$ cat config.mk
export PLATFORM = sky130hd
export DESIGN_NAME = mem_stage
export DESIGN_NICKNAME = d
export VERILOG_FILES = /design/src/rtl/mem_stage.sv
export SDC_FILE = /design/constraint.sdc
export NUM_CORES = 1
export LEC_CHECK = 0
export ABC_AREA = 0
export CORE_ASPECT_RATIO = 0.75
export CORE_UTILIZATION = 48
export CTS_CLUSTER_DIAMETER = 150
export DETAILED_ROUTE_END_ITERATION = 12
export PLACE_DENSITY = 0.86
export RECOVER_POWER = 100
export SETUP_SLACK_MARGIN = 0.3
export SYNTH_ARGS = -nofsm -noshare
export SYNTH_HDL_FRONTEND = slang
export SYNTH_SLANG_ARGS = --single-unit
export TNS_END_PERCENT = 100
$ cat constraint.sdc
create_clock -name clk -period 3.1 [get_ports clk]
set_input_delay 0.62 -clock clk [delete_from_list [all_inputs] [get_ports clk]]
set_output_delay 0.62 -clock clk [all_outputs]
set_load 0.02 [all_outputs]
$ cat src/rtl/mem_stage.sv
// Memory-access pipeline stage: turns EXE load/store/pass-through ops into a
// req/ack data-memory transaction and a registered valid/ready result for WB.
module mem_stage #(
    parameter int DATA_W = 32,
    parameter int ADDR_W = 8,
    parameter int WB_W   = 11
) (
    input  logic                  clk,
    input  logic                  rst,
    input  logic                  in_valid,
    output logic                  in_ready,
    input  logic                  in_read,
    input  logic                  in_write,
    input  logic [1:0]            in_len,
    input  logic                  in_un,
    input  logic [WB_W-1:0]       in_wb,
    input  logic [31:0]           in_addr,
    input  logic [DATA_W-1:0]     in_data,
    output logic                  mem_req,
    output logic                  mem_we,
    output logic [ADDR_W-1:0]     mem_addr,
    output logic [DATA_W/8-1:0]   mem_be,
    output logic [DATA_W-1:0]     mem_wdata,
    input  logic                  mem_ack,
    input  logic [DATA_W-1:0]     mem_rdata,
    output logic                  out_valid,
    input  logic                  out_ready,
    output logic [WB_W-1:0]       out_wb,
    output logic [DATA_W-1:0]     out_result,
    output logic                  out_fault
);

    localparam int NB  = DATA_W / 8;
    localparam int OFF = $clog2(NB);

    typedef enum logic {IDLE, ACCESS} state_t;

    state_t              state_q, state_d;
    logic                we_q, we_d;
    logic [ADDR_W-1:0]   addr_q, addr_d;
    logic [NB-1:0]       be_q, be_d;
    logic [DATA_W-1:0]   wdata_q, wdata_d;
    logic [DATA_W-1:0]   data_q, data_d;
    logic [OFF-1:0]      lane_q, lane_d;
    logic [1:0]          len_q, len_d;
    logic                un_q, un_d;
    logic [WB_W-1:0]     wb_q, wb_d;
    logic                out_valid_q, out_valid_d;
    logic [WB_W-1:0]     out_wb_q, out_wb_d;
    logic [DATA_W-1:0]   out_result_q, out_result_d;
    logic                out_fault_q, out_fault_d;

    logic                accept;
    logic                isMem;
    logic [2:0]          sizeMask;
    logic                misaligned;
    logic                badLen;
    logic                fault;
    logic [7:0]          beBase;
    logic [NB-1:0]       reqBe;
    logic [DATA_W-1:0]   shifted;
    logic [6:0]          nbits;
    logic [DATA_W-1:0]   extMask;
    logic [DATA_W-1:0]   topBit;
    logic                signBit;
    logic [DATA_W-1:0]   loadData;
    logic                unused_addr;

    assign unused_addr = ^in_addr;

    assign in_ready   = (state_q == IDLE) && (!out_valid_q || out_ready);
    assign accept     = in_valid && in_ready;
    assign isMem      = in_read || in_write;
    assign sizeMask   = 3'((4'd1 << in_len) - 4'd1);
    assign misaligned = |(in_addr[2:0] & sizeMask);
    assign badLen     = (in_len == 2'b11) && (DATA_W != 64);
    assign fault      = (in_read && in_write) || badLen || (isMem && misaligned);

    always_comb begin
        beBase = 8'h01;
        case (in_len)
            2'd0:    beBase = 8'h01;
            2'd1:    beBase = 8'h03;
            2'd2:    beBase = 8'h0F;
            default: beBase = 8'hFF;
        endcase
    end

    assign reqBe = NB'(beBase) << in_addr[OFF-1:0];

    // Load extraction: shift the addressed lane down, then mask to the access
    // size and fill the upper bits with the sign bit unless zero-extending.
    assign shifted  = mem_rdata >> {lane_q, 3'b000};
    assign nbits    = 7'd8 << len_q;
    assign extMask  = (DATA_W'(1) << nbits) - DATA_W'(1);
    assign topBit   = extMask & ~(extMask >> 1);
    assign signBit  = |(shifted & topBit);
    assign loadData = (shifted & extMask) | ((!un_q && signBit) ? ~extMask : '0);

    always_comb begin
        state_d      = state_q;
        we_d         = we_q;
        addr_d       = addr_q;
        be_d         = be_q;
        wdata_d      = wdata_q;
        data_d       = data_q;
        lane_d       = lane_q;
        len_d        = len_q;
        un_d         = un_q;
        wb_d         = wb_q;
        out_valid_d  = out_valid_q && !out_ready;
        out_wb_d     = out_wb_q;
        out_result_d = out_result_q;
        out_fault_d  = out_fault_q;

        if (accept) begin
            if (fault || !isMem) begin
                out_valid_d  = 1'b1;
                out_wb_d     = in_wb;
                out_result_d = in_data;
                out_fault_d  = fault;
            end else begin
                state_d = ACCESS;
                we_d    = in_write;
                addr_d  = in_addr[OFF+ADDR_W-1:OFF];
                be_d    = in_write ? reqBe : '0;
                wdata_d = in_data << {in_addr[OFF-1:0], 3'b000};
                data_d  = in_data;
                lane_d  = in_addr[OFF-1:0];
                len_d   = in_len;
                un_d    = in_un;
                wb_d    = in_wb;
            end
        end else if (state_q == ACCESS && mem_ack) begin
            state_d      = IDLE;
            out_valid_d  = 1'b1;
            out_wb_d     = wb_q;
            out_result_d = we_q ? data_q : loadData;
            out_fault_d  = 1'b0;
        end
    end

    always_ff @(posedge clk) begin
        if (rst) begin
            state_q      <= IDLE;
            we_q         <= 1'b0;
            addr_q       <= '0;
            be_q         <= '0;
            wdata_q      <= '0;
            data_q       <= '0;
            lane_q       <= '0;
            len_q        <= '0;
            un_q         <= 1'b0;
            wb_q         <= '0;
            out_valid_q  <= 1'b0;
            out_wb_q     <= '0;
            out_result_q <= '0;
            out_fault_q  <= 1'b0;
        end else begin
            state_q      <= state_d;
            we_q         <= we_d;
            addr_q       <= addr_d;
            be_q         <= be_d;
            wdata_q      <= wdata_d;
            data_q       <= data_d;
            lane_q       <= lane_d;
            len_q        <= len_d;
            un_q         <= un_d;
            wb_q         <= wb_d;
            out_valid_q  <= out_valid_d;
            out_wb_q     <= out_wb_d;
            out_result_q <= out_result_d;
            out_fault_q  <= out_fault_d;
        end
    end

    assign mem_req    = (state_q == ACCESS);
    assign mem_we     = mem_req && we_q;
    assign mem_addr   = addr_q;
    assign mem_be     = be_q;
    assign mem_wdata  = wdata_q;
    assign out_valid  = out_valid_q;
    assign out_wb     = out_wb_q;
    assign out_result = out_result_q;
    assign out_fault  = out_fault_q;

endmodule

### After elaboration in Yosys (flattened, before gate mapping)

Index checks and enable logic that the tools add are counted.
Widths: inputs -> output; s select.

| storage, ports and cells | value |
|---|---|
| bits in registers | 139 |
| bits of input ports | 117 |
| output and inout port bits | 92 |

| operators by class | value |
|---|---|
| add/sub/neg operators | 2 |
| eq/ne operators | 5 |
| shifts and indexed selects | 6 |
| multiplexer cells | 18 |
| bitwise operators | 9 |
| reduce and logical (&&, ||, !) cells | 24 |

Operators with widths:

| operator | number |
|---|---|
| $mux 32 | 5 |
| $and 32x32->32 | 3 |
| $mux 11 | 3 |
| $not 31->32 | 1 |
| $not 32->32 | 1 |
| $or 32x32->32 | 1 |
| $reduce_or 32->1 | 1 |
| $shl 1x7->32 const A | 1 |
| $shl 32x5->32 | 1 |
| $shr 32x5->32 | 1 |
| $sub 32x2->32 const B | 1 |
| $pmux 4 s3 | 1 |
| $logic_and 1x1->1 | 8 |
| $mux 1 | 8 |
| $shl 4x2->7 const A | 1 |
| $reduce_and 2->1 | 3 |
| $logic_or 1x1->1 | 5 |
| $eq 2x2->1 const B | 2 |
| $logic_not 1->1 | 4 |
| $mux 4 | 1 |
| $shl 4x2->4 | 1 |
| $and 3x3->3 | 1 |
| $reduce_or 3->1 | 1 |
| $shl 1x2->3 const A | 1 |
| 7 further kinds | 8 |

### Longest topological paths before layout

| logic depth | value |
|---|---|
| depth after elaboration | 13 |
| depth in mapped cells | 9 |

### Worst setup path after synthesis

OpenSTA, ideal clock, no wires.

| path | value |
|---|---|
| path type | input to register |
| start point | in in_len[1] |
| end point | reg wdata_q[20], in the netlist mem_wdata[20] |
| library setup time | 0.132 ns |
| data arrival time | 2.320 ns |
| required time | 2.968 ns |
| path slack | 0.648 ns |
| stages | 9 |
| cell sequence | or2_2 -> ha_1 -> nor2b_1 -> a2111oi_4 -> nand2_2 -> buf_2 -> clkbuf_1 -> a211oi_1 -> nor3_1 |

| between the ends | value |
|---|---|
| word-level cells in the longest chain between the ends | 9 |

Ends and longest elaborated chain:

| item | RTL line | RTL |
|---|---|---|
| from (decl) | 14 | `input logic [1:0] in_len,` |
| $shl 1x2->3 | 74 | `assign sizeMask = 3'((4'd1 << in_len) - 4'd1);` |
| $sub 3x1->3 | 74 |  |
| $and 3x3->3 | 75 | `assign misaligned = \|(in_addr[2:0] & sizeMask);` |
| $reduce_or 3->1 | 75 |  |
| $logic_and 1x1->1 | 77 | `assign fault = (in_read && in_write) \|\| badLen \|\| (isMem && misaligned);` |
| $logic_or 1x1->1 * | 77 |  |
| $logic_or 1x1->1 * | 117 | `if (fault \|\| !isMem) begin` |
| $not 1->1 (no line) * | -- |  |
| $reduce_and 2->1 (no line) * | -- |  |
| to (signal assigned) | 164 | `wdata_q <= wdata_d;` |
| to (decl) | 42 | `logic [DATA_W-1:0] wdata_q, wdata_d;` |

Mark *: on every way between the ends. The rest lies on a longest branch, timed or not.
A chain may end at the register's enable or synchronous reset.

### Worst setup path in the final report

| path | value |
|---|---|
| start point | in in_len[1] |
| end point | reg data_q[31] |

| between the ends | value |
|---|---|
| word-level cells in the longest chain between the ends | 9 |

Ends and longest elaborated chain:

| item | RTL line | RTL |
|---|---|---|
| $shl 1x2->3 | 74 |  |
| $sub 3x1->3 | 74 |  |
| $and 3x3->3 | 75 |  |
| $reduce_or 3->1 | 75 |  |
| $logic_and 1x1->1 | 77 |  |
| $logic_or 1x1->1 * | 77 |  |
| $logic_or 1x1->1 * | 117 |  |
| $not 1->1 (no line) * | -- |  |
| $reduce_and 2->1 (no line) * | -- |  |
| to (signal assigned) | 165 | `data_q <= data_d;` |
| to (decl) | 43 | `logic [DATA_W-1:0] data_q, data_d;` |

Marks and branches as above.

==> results.txt <==
----------------------------------------------------
[Logic synthesis]
  Fraction of registers with async set/reset ... 0%
  Net Count, Synth ... 1019
  Cell area after technology mapping ... 6969 µm²
  Mapped Avg Cell Area ... 7.744 µm²
  Synth unique cells ... 46
  Main synth FF type ... sky130_fd_sc_hd__dfxtp_1
  Sequential-to-total area share from yosys stat ... 39.93%
  Syn. warnings ... 0
  Post-synthesis register bit count ... 139
  Synthesized instance count ... 900
  Number of flops mapped to enable cells by yosys ... 0

[Layout]
  Area Growth Syn to Fin ... 40.77%
  Commonest non-fill, non-tap cells in the layout ... sky130_fd_sc_hd__nand2_1 (211), sky130_fd_sc_hd__dfxtp_1 (139), sky130_fd_sc_hd__a21oi_1 (116)
  Commonest non-fill, non-tap cell in the layout ... sky130_fd_sc_hd__nand2_1
  # diodes ... 0
  Share of post-route cells with drive strength above 1 ... 8.651%
  Total Nets Final ... 1181
  Post-route standard cell area excluding fillers ... 9811 µm²

[Timing]
  Crit path time final ... 2.821 ns
  Final Setup Violations ... 0
  Ratio of final minimum period to clock period ... 90.98%
  Actual slew at the worst max-slew pin ... 0.7648 ns
  Count of final max-slew check failures ... 0
  Post-route setup slack ... 0.2795 ns
  Highest clock rate ... 0.3545 GHz
  Relative slew slack ... 48.67%
  Setup repair after global routing missed its margin ... false
  Setup Skew ... 0.006763 ns
  Number of hold-slack violations in the final timing report ... 0

[Detailed routing]
  Number of remaining DRC errors ... 0
  Total routed wirelength ... 24.57 mm
  Number of DRC violations after detailed-routing iteration 0 ... 848
  Vias after detailed routing ... 7716
  Detail-routed net length per standard cell ... 19.34 µm
  Via density per instance ... 6.076
  Drt first pass iters ... 8
  Number of nets with antenna violations after routing ... 0

[Worst setup path]
  FF-to-FF End ... out_result[17]$_SDFFE_PP0P_
  Arrival time worst endpoint ... 3.15 ns
  CP max stage cell ... sky130_fd_sc_hd__clkdlybuf4s50_1
  Worst setup path startpoint ... in_len[1]
  Required time worst endpoint ... 3.43 ns
  Depth of the worst register-to-register path ... 7
  Worst setup path class ... primary input to register
  Reg-to-reg setup timing slack ... 0.40 ns
  Startpoint type of the worst setup path ... primary input
  Kind of capture point of the worst setup path ... register
  Crit path capture ... data_q[31]$_SDFFE_PP0P_
  Largest stage delay on the critical path ... 0.44 ns
  Cells traversed along the worst timing path ... clkdlybuf4s50_1 -> or2_2 -> ha_1 -> nor2b_1 -> a2111oi_4 -> buf_6 -> and2_0 -> buf_12 -> nand2_1 -> a21oi_1
  Peak fanout along the critical path ... 40
  Worst flop-to-flop path startpoint ... len_q[0]$_SDFFE_PP0P_

[CTS]
  Cell chosen for the clock root ... sky130_fd_sc_hd__clkbuf_16
  CTS Buf Count ... 17
  Clock Sinks ... 139
  Cts hold-fix bufs ... 0
  Clock slew seen by the registers of the worst setup and hold paths ... 0.06 ns
  Clock tree from TritonCTS ... yes
  Maximum root-to-sink buffer count ... 2
  Deepest level of the CTS H-tree ... 4
  Latest clock arrival within the worst-skew pair ... 0.42 ns

[Place]
  Port Buffer Count ... 186
  Placer Congestion ... 0.8982
  Setup WS pre-CTS ... -0.1130 ns
  HPWL Detailed ... 16.53 mm
  Post-detailed-placement cell area ... 9117 µm²

[Outcome]
  Run status ... finished clean

[Power and ir drop]
  Static power due to leakage ... 3.616 nW
  Max IR drop VDD ... 0.4330 mV
  Pwr dens ... 533.6 nW/µm²

[Global routing]
  Initial antenna violation count ... 0
  Congestion Overflow GR ... 0
  Met3 track demand over resource ... 10.05%
  Largest net degree at the start of global routing ... 121
  Overall routing resource usage ... 32.15%
  Met1 track demand over resource ... 43.28%
  Number of global-route vias before repair ... 7053
  Most utilized layer in the global route result ... met2
  Wire length of the first global-routing pass ... 37.45 mm
  Met2 routing resource usage after global routing ... 49.22%

[Flow run]
  Number of maximum-capacitance constraint violations ... 0

[Die]
  Top-level port count ... 209
  Starting utilization of the core area ... 50.01%
  Width of the die ... 141.1 µm
  Site Rows ... 37
  Core ar. ... 13930 µm²
  Die area ... 15010 µm²
  Die Y ... 106.4 µm

[Hold path]
  Worst Min Path Start ... out_result[4]$_SDFFE_PP0P_
  Class of the most critical hold timing path ... register to register

----------------------------------------------------
[synthesized netlist by cell type, types with 2 or more instances]
cell type                     n  area share [%]
sky130_fd_sc_hd__nand2b_1     7            0.63
sky130_fd_sc_hd__nand3_1     16             1.1
sky130_fd_sc_hd__buf_1        4            0.22
sky130_fd_sc_hd__ha_1         2            0.36
sky130_fd_sc_hd__nor2b_1     12             1.1
sky130_fd_sc_hd__mux2_2      16             2.6
sky130_fd_sc_hd__a311oi_1    14             1.8
sky130_fd_sc_hd__nor2_1      42             2.3
sky130_fd_sc_hd__nor3_1      24             1.7
sky130_fd_sc_hd__a21oi_1    116             8.3
sky130_fd_sc_hd__nor4_1       2            0.18
sky130_fd_sc_hd__a211o_1      2            0.25
sky130_fd_sc_hd__mux2i_1     28             4.0
sky130_fd_sc_hd__nand2_1    211              11
sky130_fd_sc_hd__o2bb2ai_1    4            0.50
sky130_fd_sc_hd__a21o_1       2            0.22
sky130_fd_sc_hd__buf_2       23             1.7
sky130_fd_sc_hd__inv_1        7            0.38
sky130_fd_sc_hd__o21a_1       4            0.43
sky130_fd_sc_hd__o21ai_0     32             2.3
sky130_fd_sc_hd__a221oi_1    22             2.8
sky130_fd_sc_hd__dfxtp_1    139              40
sky130_fd_sc_hd__or3_1       18             1.6
sky130_fd_sc_hd__o311ai_0     7            0.88
sky130_fd_sc_hd__a221o_1      7             1.0
sky130_fd_sc_hd__buf_4        3            0.32
sky130_fd_sc_hd__o21ai_1      3            0.22
sky130_fd_sc_hd__a211oi_1    27             2.9
sky130_fd_sc_hd__and2_1       9            0.81
sky130_fd_sc_hd__o41ai_1      6            0.75
sky130_fd_sc_hd__o211ai_1    24             2.6
sky130_fd_sc_hd__clkbuf_1    53             2.9
[what timing repair did]
item	4_1_cts	5_1_grt
setup endpoints to repair	0	61
gates resized for setup	0	4
setup buffers	0	1
[worst min path at each step]
stage / endpoint / depth (start not counted)
final: out_result[4]$_SDFFE_PP0P_ / 2
after global routing: wb_q[3]$_SDFFE_PP0P_ / 2
after CTS: data_q[15]$_SDFFE_PP0P_ / 2
after detailed placement: data_q[15]$_SDFFE_PP0P_ / 2
after global placement: mem_wdata[0]$_SDFFE_PP0P_ / 2
after floorplan: data_q[8]$_SDFFE_PP0P_ / 2
[logic make-up (layout without fill, tap and decap cells)]
| group | after synthesis | after routing | synth area share (%) |
|---|---|---|---|
| compound gates | 276 | 276 | 25.96 |
| xor+xnor | 1 | 1 | 0.1257 |
| fa+ha+maj | 3 | 3 | 0.5026 |
| buf+inv | 90 | 265 | 5.422 |
| flops | 139 | 139 | 39.93 |
| mux | 44 | 44 | 6.607 |
| simple gates | 347 | 347 | 21.45 |
[final cells by class]
type / instances / area (µm²)
Tap cell: 195 / 244.0
Inverter: 7 / 26.28
Sequential cell: 139 / 2783
Fill cell: 1102 / 4124
Timing Repair Buffer: 226 / 2291
Clock buffer: 19 / 442.9
Multi-Input combinational cell: 671 / 3834
Clock inverter: 13 / 190.2
[report_power, final]
group / internal [W] / switching [W]
registers: 0.00189 / 0.0000609
clock network: 0.00137 / 0.000823
logic: 0.000470 / 0.000618
total: 0.00373 / 0.00150
[state kept, by name, indices dropped and copies added, names as in the netlist]
register    count
data_q         32
mem_wdata      32
out_result     32
out_wb         11
wb_q           11
mem_addr        8
mem_be          4
lane_q          2
len_q           2
mem_req         1
out_fault       1
out_valid       1
un_q            1
we_q            1
[per-stage QoR]
step	power [W]	std cells	hold slack [ns]	util (%)	TNS (ns)
2_1_floorplan	0.002538	900	0.4312	-	0
3_3_place_gp	0.003032	1235	0.4369	65.43	0
6_report	0.005235	1270	0.4477	70.41	0
3_5_place_dp	0.003054	1235	0.4432	65.43	-1.732
5_1_grt	0.005399	1270	0.4744	70.41	0
4_1_cts	0.005231	1267	0.4514	69.97	0
[critical path, delay by kind of cell]
family / cells / cell delay [ns]
buffers and inverters: 3 / 0.91
adder cells (fa/ha/maj): 1 / 0.28
AO/OA/AOI/OAI: 2 / 0.42
AND/OR/NAND/NOR: 4 / 0.90
[routing by layer]
| metal | wire length [µm] | part of all wire (%) |
|---|---|---|
| met1 | 10140 | 41 |
| met2 | 10660 | 43 |
| met3 | 3318 | 14 |
| met4 | 452 | 1.8 |
| met5 | 0 | 0 |
No activity file was read; power rests on OpenSTA's default activity.
